<file path="src/rtl/sram_access_arbiter.sv">
// Round-robin arbiter for the shared external SRAM port.
// Grants one requester per cycle, registers the access onto the SRAM pins and
// steers returning read data back to its issuer through a tag pipeline.
// A requester may lock the port for a bounded burst.
module sram_access_arbiter #(
   parameter int unsigned NUM_REQ      = 3,
   parameter int unsigned READ_LATENCY = 2,
   parameter int unsigned MAX_LOCK     = 64
) (
   input  logic                   Clock,
   input  logic                   Reset,
   input  logic [NUM_REQ-1:0]     Req,
   input  logic [NUM_REQ-1:0]     Req_lock,
   input  logic [NUM_REQ-1:0]     Req_we_n,
   input  logic [NUM_REQ*18-1:0]  Req_address,
   input  logic [NUM_REQ*16-1:0]  Req_write_data,
   output logic [NUM_REQ-1:0]     Grant,
   output logic [NUM_REQ-1:0]     Read_valid,
   output logic [15:0]            Read_data,
   output logic [17:0]            SRAM_address,
   output logic [15:0]            SRAM_write_data,
   output logic                   SRAM_we_n,
   input  logic [15:0]            SRAM_read_data
);

   localparam int unsigned ADDR_W = 18;
   localparam int unsigned DATA_W = 16;
   localparam int unsigned ID_W   = (NUM_REQ > 2) ? 2 : 1;
   localparam int unsigned CNT_W  = $clog2(MAX_LOCK + 1);
   localparam int unsigned STAGES = READ_LATENCY + 1;

   typedef enum logic {
      ST_IDLE,
      ST_LOCKED
   } state_t;

   state_t              state;
   logic [ID_W-1:0]     owner;
   logic [CNT_W-1:0]    lock_cnt;
   logic [ID_W-1:0]     ptr;

   logic                tag_v  [STAGES];
   logic [ID_W-1:0]     tag_id [STAGES];

   logic [ID_W-1:0]     arb_start;
   logic [ID_W-1:0]     arb_win;
   logic                arb_found;
   int unsigned         idx;
   logic                hold_owner;
   logic                gnt_any;
   logic [ID_W-1:0]     gnt_id;

   logic [ADDR_W-1:0]   sel_addr;
   logic [DATA_W-1:0]   sel_data;
   logic                sel_we_n;

   // Successor of a requester index, wrapping at NUM_REQ-1.
   function automatic logic [ID_W-1:0] next_id(input logic [ID_W-1:0] id);
      if (id == ID_W'(NUM_REQ - 1)) begin
         return '0;
      end
      return id + ID_W'(1);
   endfunction

   // Arbitration: locked owner keeps the port while requesting, otherwise round-robin search.
   always_comb begin
      arb_start  = (state == ST_LOCKED) ? next_id(owner) : ptr;
      arb_found  = 1'b0;
      arb_win    = '0;
      idx        = 0;
      for (int unsigned k = 0; k < NUM_REQ; k++) begin
         idx = (32'(arb_start) + k) % NUM_REQ;
         if (!arb_found && Req[ID_W'(idx)]) begin
            arb_found = 1'b1;
            arb_win   = ID_W'(idx);
         end
      end
      hold_owner = (state == ST_LOCKED) && Req[owner];
      gnt_any    = !Reset && (hold_owner || arb_found);
      gnt_id     = hold_owner ? owner : arb_win;
      Grant      = '0;
      if (gnt_any) begin
         Grant[gnt_id] = 1'b1;
      end
   end

   // Select the granted requester's address, data and write enable.
   always_comb begin
      sel_addr = '0;
      sel_data = '0;
      sel_we_n = 1'b1;
      for (int unsigned k = 0; k < NUM_REQ; k++) begin
         if (gnt_id == ID_W'(k)) begin
            sel_addr = Req_address[k*ADDR_W +: ADDR_W];
            sel_data = Req_write_data[k*DATA_W +: DATA_W];
            sel_we_n = Req_we_n[k];
         end
      end
   end

   // Lock FSM, burst counter and round-robin pointer.
   always_ff @(posedge Clock) begin
      if (Reset) begin
         state    <= ST_IDLE;
         owner    <= '0;
         lock_cnt <= '0;
         ptr      <= '0;
      end else if (gnt_any) begin
         ptr <= next_id(gnt_id);
         if (hold_owner) begin
            // Release on lock drop or when this grant is the last one allowed.
            if (!Req_lock[owner] || (lock_cnt == CNT_W'(MAX_LOCK - 1))) begin
               state    <= ST_IDLE;
               lock_cnt <= '0;
            end else begin
               lock_cnt <= lock_cnt + CNT_W'(1);
            end
         end else if (Req_lock[arb_win] && (MAX_LOCK > 1)) begin
            state    <= ST_LOCKED;
            owner    <= arb_win;
            lock_cnt <= CNT_W'(1);
         end else begin
            state    <= ST_IDLE;
            lock_cnt <= '0;
         end
      end else begin
         // Owner dropped its request and nobody else is asking.
         state    <= ST_IDLE;
         lock_cnt <= '0;
      end
   end

   // Register the granted access onto the SRAM pins; idle cycles only deassert write.
   always_ff @(posedge Clock) begin
      if (Reset) begin
         SRAM_address    <= '0;
         SRAM_write_data <= '0;
         SRAM_we_n       <= 1'b1;
      end else if (gnt_any) begin
         SRAM_address    <= sel_addr;
         SRAM_write_data <= sel_data;
         SRAM_we_n       <= sel_we_n;
      end else begin
         SRAM_we_n       <= 1'b1;
      end
   end

   // Read tag pipeline, matched to the SRAM read latency plus the address register.
   always_ff @(posedge Clock) begin
      if (Reset) begin
         for (int unsigned s = 0; s < STAGES; s++) begin
            tag_v[s]  <= 1'b0;
            tag_id[s] <= '0;
         end
      end else begin
         tag_v[0]  <= gnt_any && sel_we_n;
         tag_id[0] <= gnt_id;
         for (int unsigned s = 1; s < STAGES; s++) begin
            tag_v[s]  <= tag_v[s-1];
            tag_id[s] <= tag_id[s-1];
         end
      end
   end

   // Decode the exiting tag into the per-requester read strobe.
   always_comb begin
      Read_valid = '0;
      if (tag_v[STAGES-1]) begin
         Read_valid[tag_id[STAGES-1]] = 1'b1;
      end
   end

   assign Read_data = SRAM_read_data;

endmodule

</file>
<file path="config.mk">
export PLATFORM = sky130hd
export DESIGN_NAME = sram_access_arbiter
export DESIGN_NICKNAME = d
export VERILOG_FILES = /design/src/rtl/sram_access_arbiter.sv
export SDC_FILE = /design/constraint.sdc
export NUM_CORES = 1
export LEC_CHECK = 0
export BUFFER_PORTS_ARGS = -buffer_cell sky130_fd_sc_hd__buf_2
export CAP_MARGIN = 10
export CORE_UTILIZATION = 46
export CTS_CLUSTER_DIAMETER = 60
export CTS_CLUSTER_SIZE = 16
export DETAILED_ROUTE_END_ITERATION = 16
export GPL_TIMING_DRIVEN = 0
export PLACE_DENSITY = 0.86
export SLEW_MARGIN = 20
export SYNTH_ARGS = -nofsm -noshare
export SYNTH_HDL_FRONTEND = slang
export SYNTH_SLANG_ARGS = --single-unit
</file>
<file path="constraint.sdc">
create_clock -name Clock -period 5.62 [get_ports Clock]
set_clock_uncertainty 0.05 [all_clocks]
set_input_delay 0.562 -clock Clock [delete_from_list [all_inputs] [get_ports Clock]]
set_output_delay 0.562 -clock Clock [all_outputs]
set_load 0.02 [all_outputs]
</file>
==> results.md <==
* total global routing overflow: 0
* post-route total power: 2.06 mW
* proportion of synthesized flip-flops having asynchronous set or reset: 0
* FF+latch count, synth: 56
* relative contribution of combinational cells to total power: 0.604
* DR vias/cell: 5.74
* Pint: 1.13 mW
* PwrDens: 525 nW/um^2
* CP arrival: 3.43 ns
* sequence of cells on the critical path: inv_1 > o31ai_1 > ha_1 > mux2i_1 > o21ai_0 > nand4b_1 > a31o_2 > nor2_4 > buf_2 > buf_2
* non-filler instance count after layout: 547
* max-capacitance violation count: 0
* nets in the synthesized netlist: 427
* Final Hold Viols: 0
* DR iter-0 viols: 252
* largest vdd supply drop: 269 uV
* chip width: 81.3 um
* remaining routing DRC violations: 0
* total clock sinks: 56
* vias in the first global route: 2897
* number of enable-type register cells in the synthesized netlist: 0
* number of instances in the synthesized netlist: 295
* highest-delay cell along the critical path: dfxtp_1
* first-pass GRT wire length: 13.5 mm
* effective utilization at floorplan: 0.483
* Worst Path Required: 5.01 ns
* gpl congestion: 0.955
* fmax: 248 MHz
* leakage component of the power: 1.91 nW
* # placed instances: 539
* total global-route track usage: 0.264
* worst-case clock buffer depth: 2
* half-perimeter wire length after detailed placement: 7.02 mm
* number of pins exceeding their max-slew limit in the final report: 0
* Sequential Power Share: 0.290
* I/O pin count: 186
* worst min path class: flip-flop to flip-flop
* CTS tree: built
* router iterations before antenna repair: 5
* Ys Warns: 0
* number of clock buffers inserted by TritonCTS: 5
* count of filler cells inserted in the layout: 536
* total of endpoints with negative setup slack in the final report: 0
* crit start category: flip-flop
* Slew headroom: 0.544
* average footprint of a synthesized cell: 9.81 um^2
* library cell used as clock root buffer: clkbuf_8
* antenna violations before repair: 0
* pin slew with the least headroom to its limit: 0.678 ns
* critical path class: flip-flop to primary output
* count of port buffers added during placement: 169
* area overhead of the layout relative to synthesis: 35.5%
* count of instances resized after the clock tree is built: 0
* crit path max fanout: 10
* final antenna-violating net count: 0
* Synth Cell Area: 2890 um^2
* run status: complete, no violations
* predominant post-synthesis flop cell: dfxtp_1
* share of total power consumed by net switching: 0.451
* net total in the final layout: 603
* CP most frequent cell: buf_2
* hold buffer count at CTS: 0
* Die Area: 6610 um^2
* overall via count from detail_route: 3139
* minimum period implied by the final worst setup slack: 4.04 ns
* clock-pin slew of the registers on the worst-case setup and hold paths: 0.09 ns
* post-synthesis sequential area ratio: 0.387
* critical path's largest stage delay: 0.47 ns
* Yosys cell types: 55
* worst-skew pair later-pin latency: 0.31 ns
* total core area: 5990 um^2
* RSZ-0062 raised after global routing: false
* Row Count: 28
* fraction of final layout cells with drive strength greater than 1: 0.462
* combined buffer and inverter count along the critical path: 3
* largest net degree at the start of global routing: 18
* setup fix buffers added after clock tree synthesis: 0
* net switching power: 0.929 mW
* drt wl/cell: 16.0 um
* number of levels the H-tree was split into: 2
* share of the clock period used by the worst path after layout: 0.718
* total negative slack: 0 ns
* Clk pwr share: 0.106
* diode count: 0
* Chip Height: 81.3 um
* element type at the critical path end: primary output
* Crit path max-delay family: compound AO/OA/AOI/OAI gates
* detailed-route wire length: 8.76 mm
[final timing paths]
check | startpoint | endpoint | slack [ns] | cells after the start
min reg2reg | tag_v[0][1] | tag_v[0][2] | 0.39 | 1
max reg2reg | state | SRAM_address[9] | 2.20 | 11
min | tag_v[0][1] | tag_v[0][2] | 0.39 | 1
max | state | Grant[1] | 1.58 | 10
[stage by stage]
step                      setup WS [ns]  instance area [um^2]  hold slack [ns]   util
after floorplan                    2.64                  2890            0.364      -
after global placement             2.17                  3830            0.372  0.640
after detailed placement           2.00                  3830            0.373  0.640
after CTS                          1.62                  3920            0.387  0.655
after global routing               1.35                  3920            0.393  0.655
final                              1.58                  3920            0.387  0.655
[power groups by stage]
stage	Combinational, mW	Clock (mW)	Sequential, mW
after detailed placement	1.24	0	0.603
after floorplan	0.766	0	0.714
final	1.24	0.218	0.598
after global placement	1.19	0	0.602
after CTS	1.24	0.223	0.596
after global routing	1.34	0.241	0.611
[per-layer routing]
metal / up-vias / global-route usage / routed length, um
li1: 1495 / - / -
met1: 1476 / 0.331 / 3570
met2: 154 / 0.450 / 4450
met3: 14 / 0.0517 / 639
met4: 0 / 0.0857 / 104
met5: - / 0 / 0
[registers in the layout, summed over array words and instances, names as in the netlist]
signal,flops
state,1
SRAM_we_n,1
SRAM_write_data,16
tag_id,6
lock_cnt,7
tag_v,3
owner,2
SRAM_address,18
ptr,2
[layout make-up]
class	instances	area (um^2)	area share
multi-input cells	190	1490	0.379
flip-flops and latches	56	1120	0.286
repair buffers	169	846	0.216
plain buffers	36	236	0.0603
well taps	75	93.8	0.0239
clock buffers	5	68.8	0.0175
inverters	13	48.8	0.0124
clock inverters	3	18.8	0.00479
[synthesized netlist by cell type (4+ instances only)]
cell type | count | area share
buf_4 | 18 | 0.047
buf_2 | 9 | 0.016
a221oi_1 | 5 | 0.015
nor3_1 | 8 | 0.014
o211ai_1 | 11 | 0.029
o2bb2ai_1 | 5 | 0.015
nand2_1 | 6 | 0.0078
dfxtp_1 | 56 | 0.39
a32o_1 | 23 | 0.080
nor2_1 | 14 | 0.018
inv_1 | 13 | 0.017
mux2i_1 | 5 | 0.017
o21ai_0 | 12 | 0.021
a21o_1 | 4 | 0.010
nor2b_1 | 9 | 0.019
o21a_1 | 6 | 0.016
clkbuf_1 | 5 | 0.0065
a221o_1 | 24 | 0.083
a22o_1 | 4 | 0.012
[cell usage in the layout, fill, tap and decap left out, types with 4 or more instances in the layout]
cell | Yosys | final
clkbuf_8 | 0 | 5
a32o_1 | 23 | 23
dfxtp_1 | 56 | 56
nand2_1 | 6 | 6
clkbuf_1 | 5 | 5
a21o_1 | 4 | 4
nor2_1 | 14 | 14
a221oi_1 | 5 | 5
o2bb2ai_1 | 5 | 5
o21ai_0 | 12 | 12
mux2i_1 | 5 | 5
nor2b_1 | 9 | 9
o21a_1 | 6 | 6
buf_4 | 18 | 18
o211ai_1 | 11 | 11
inv_1 | 13 | 13
a221o_1 | 24 | 24
buf_2 | 9 | 178
nor3_1 | 8 | 8
a22o_1 | 4 | 4
[kinds of logic (layout without fill, tap and decap cells)]
logic type | after synthesis | in the layout | synth area share
AOI/OAI and AO/OA | 114 | 114 | 0.338
DFF | 56 | 56 | 0.387
adders and majority gates | 3 | 3 | 0.0130
buffers and inverters | 49 | 226 | 0.0986
xor gates and xnor gates | 4 | 4 | 0.0121
and+or+nand+nor | 62 | 62 | 0.126
muxes | 7 | 7 | 0.0251
No activity file was read; power rests on OpenSTA's default activity.
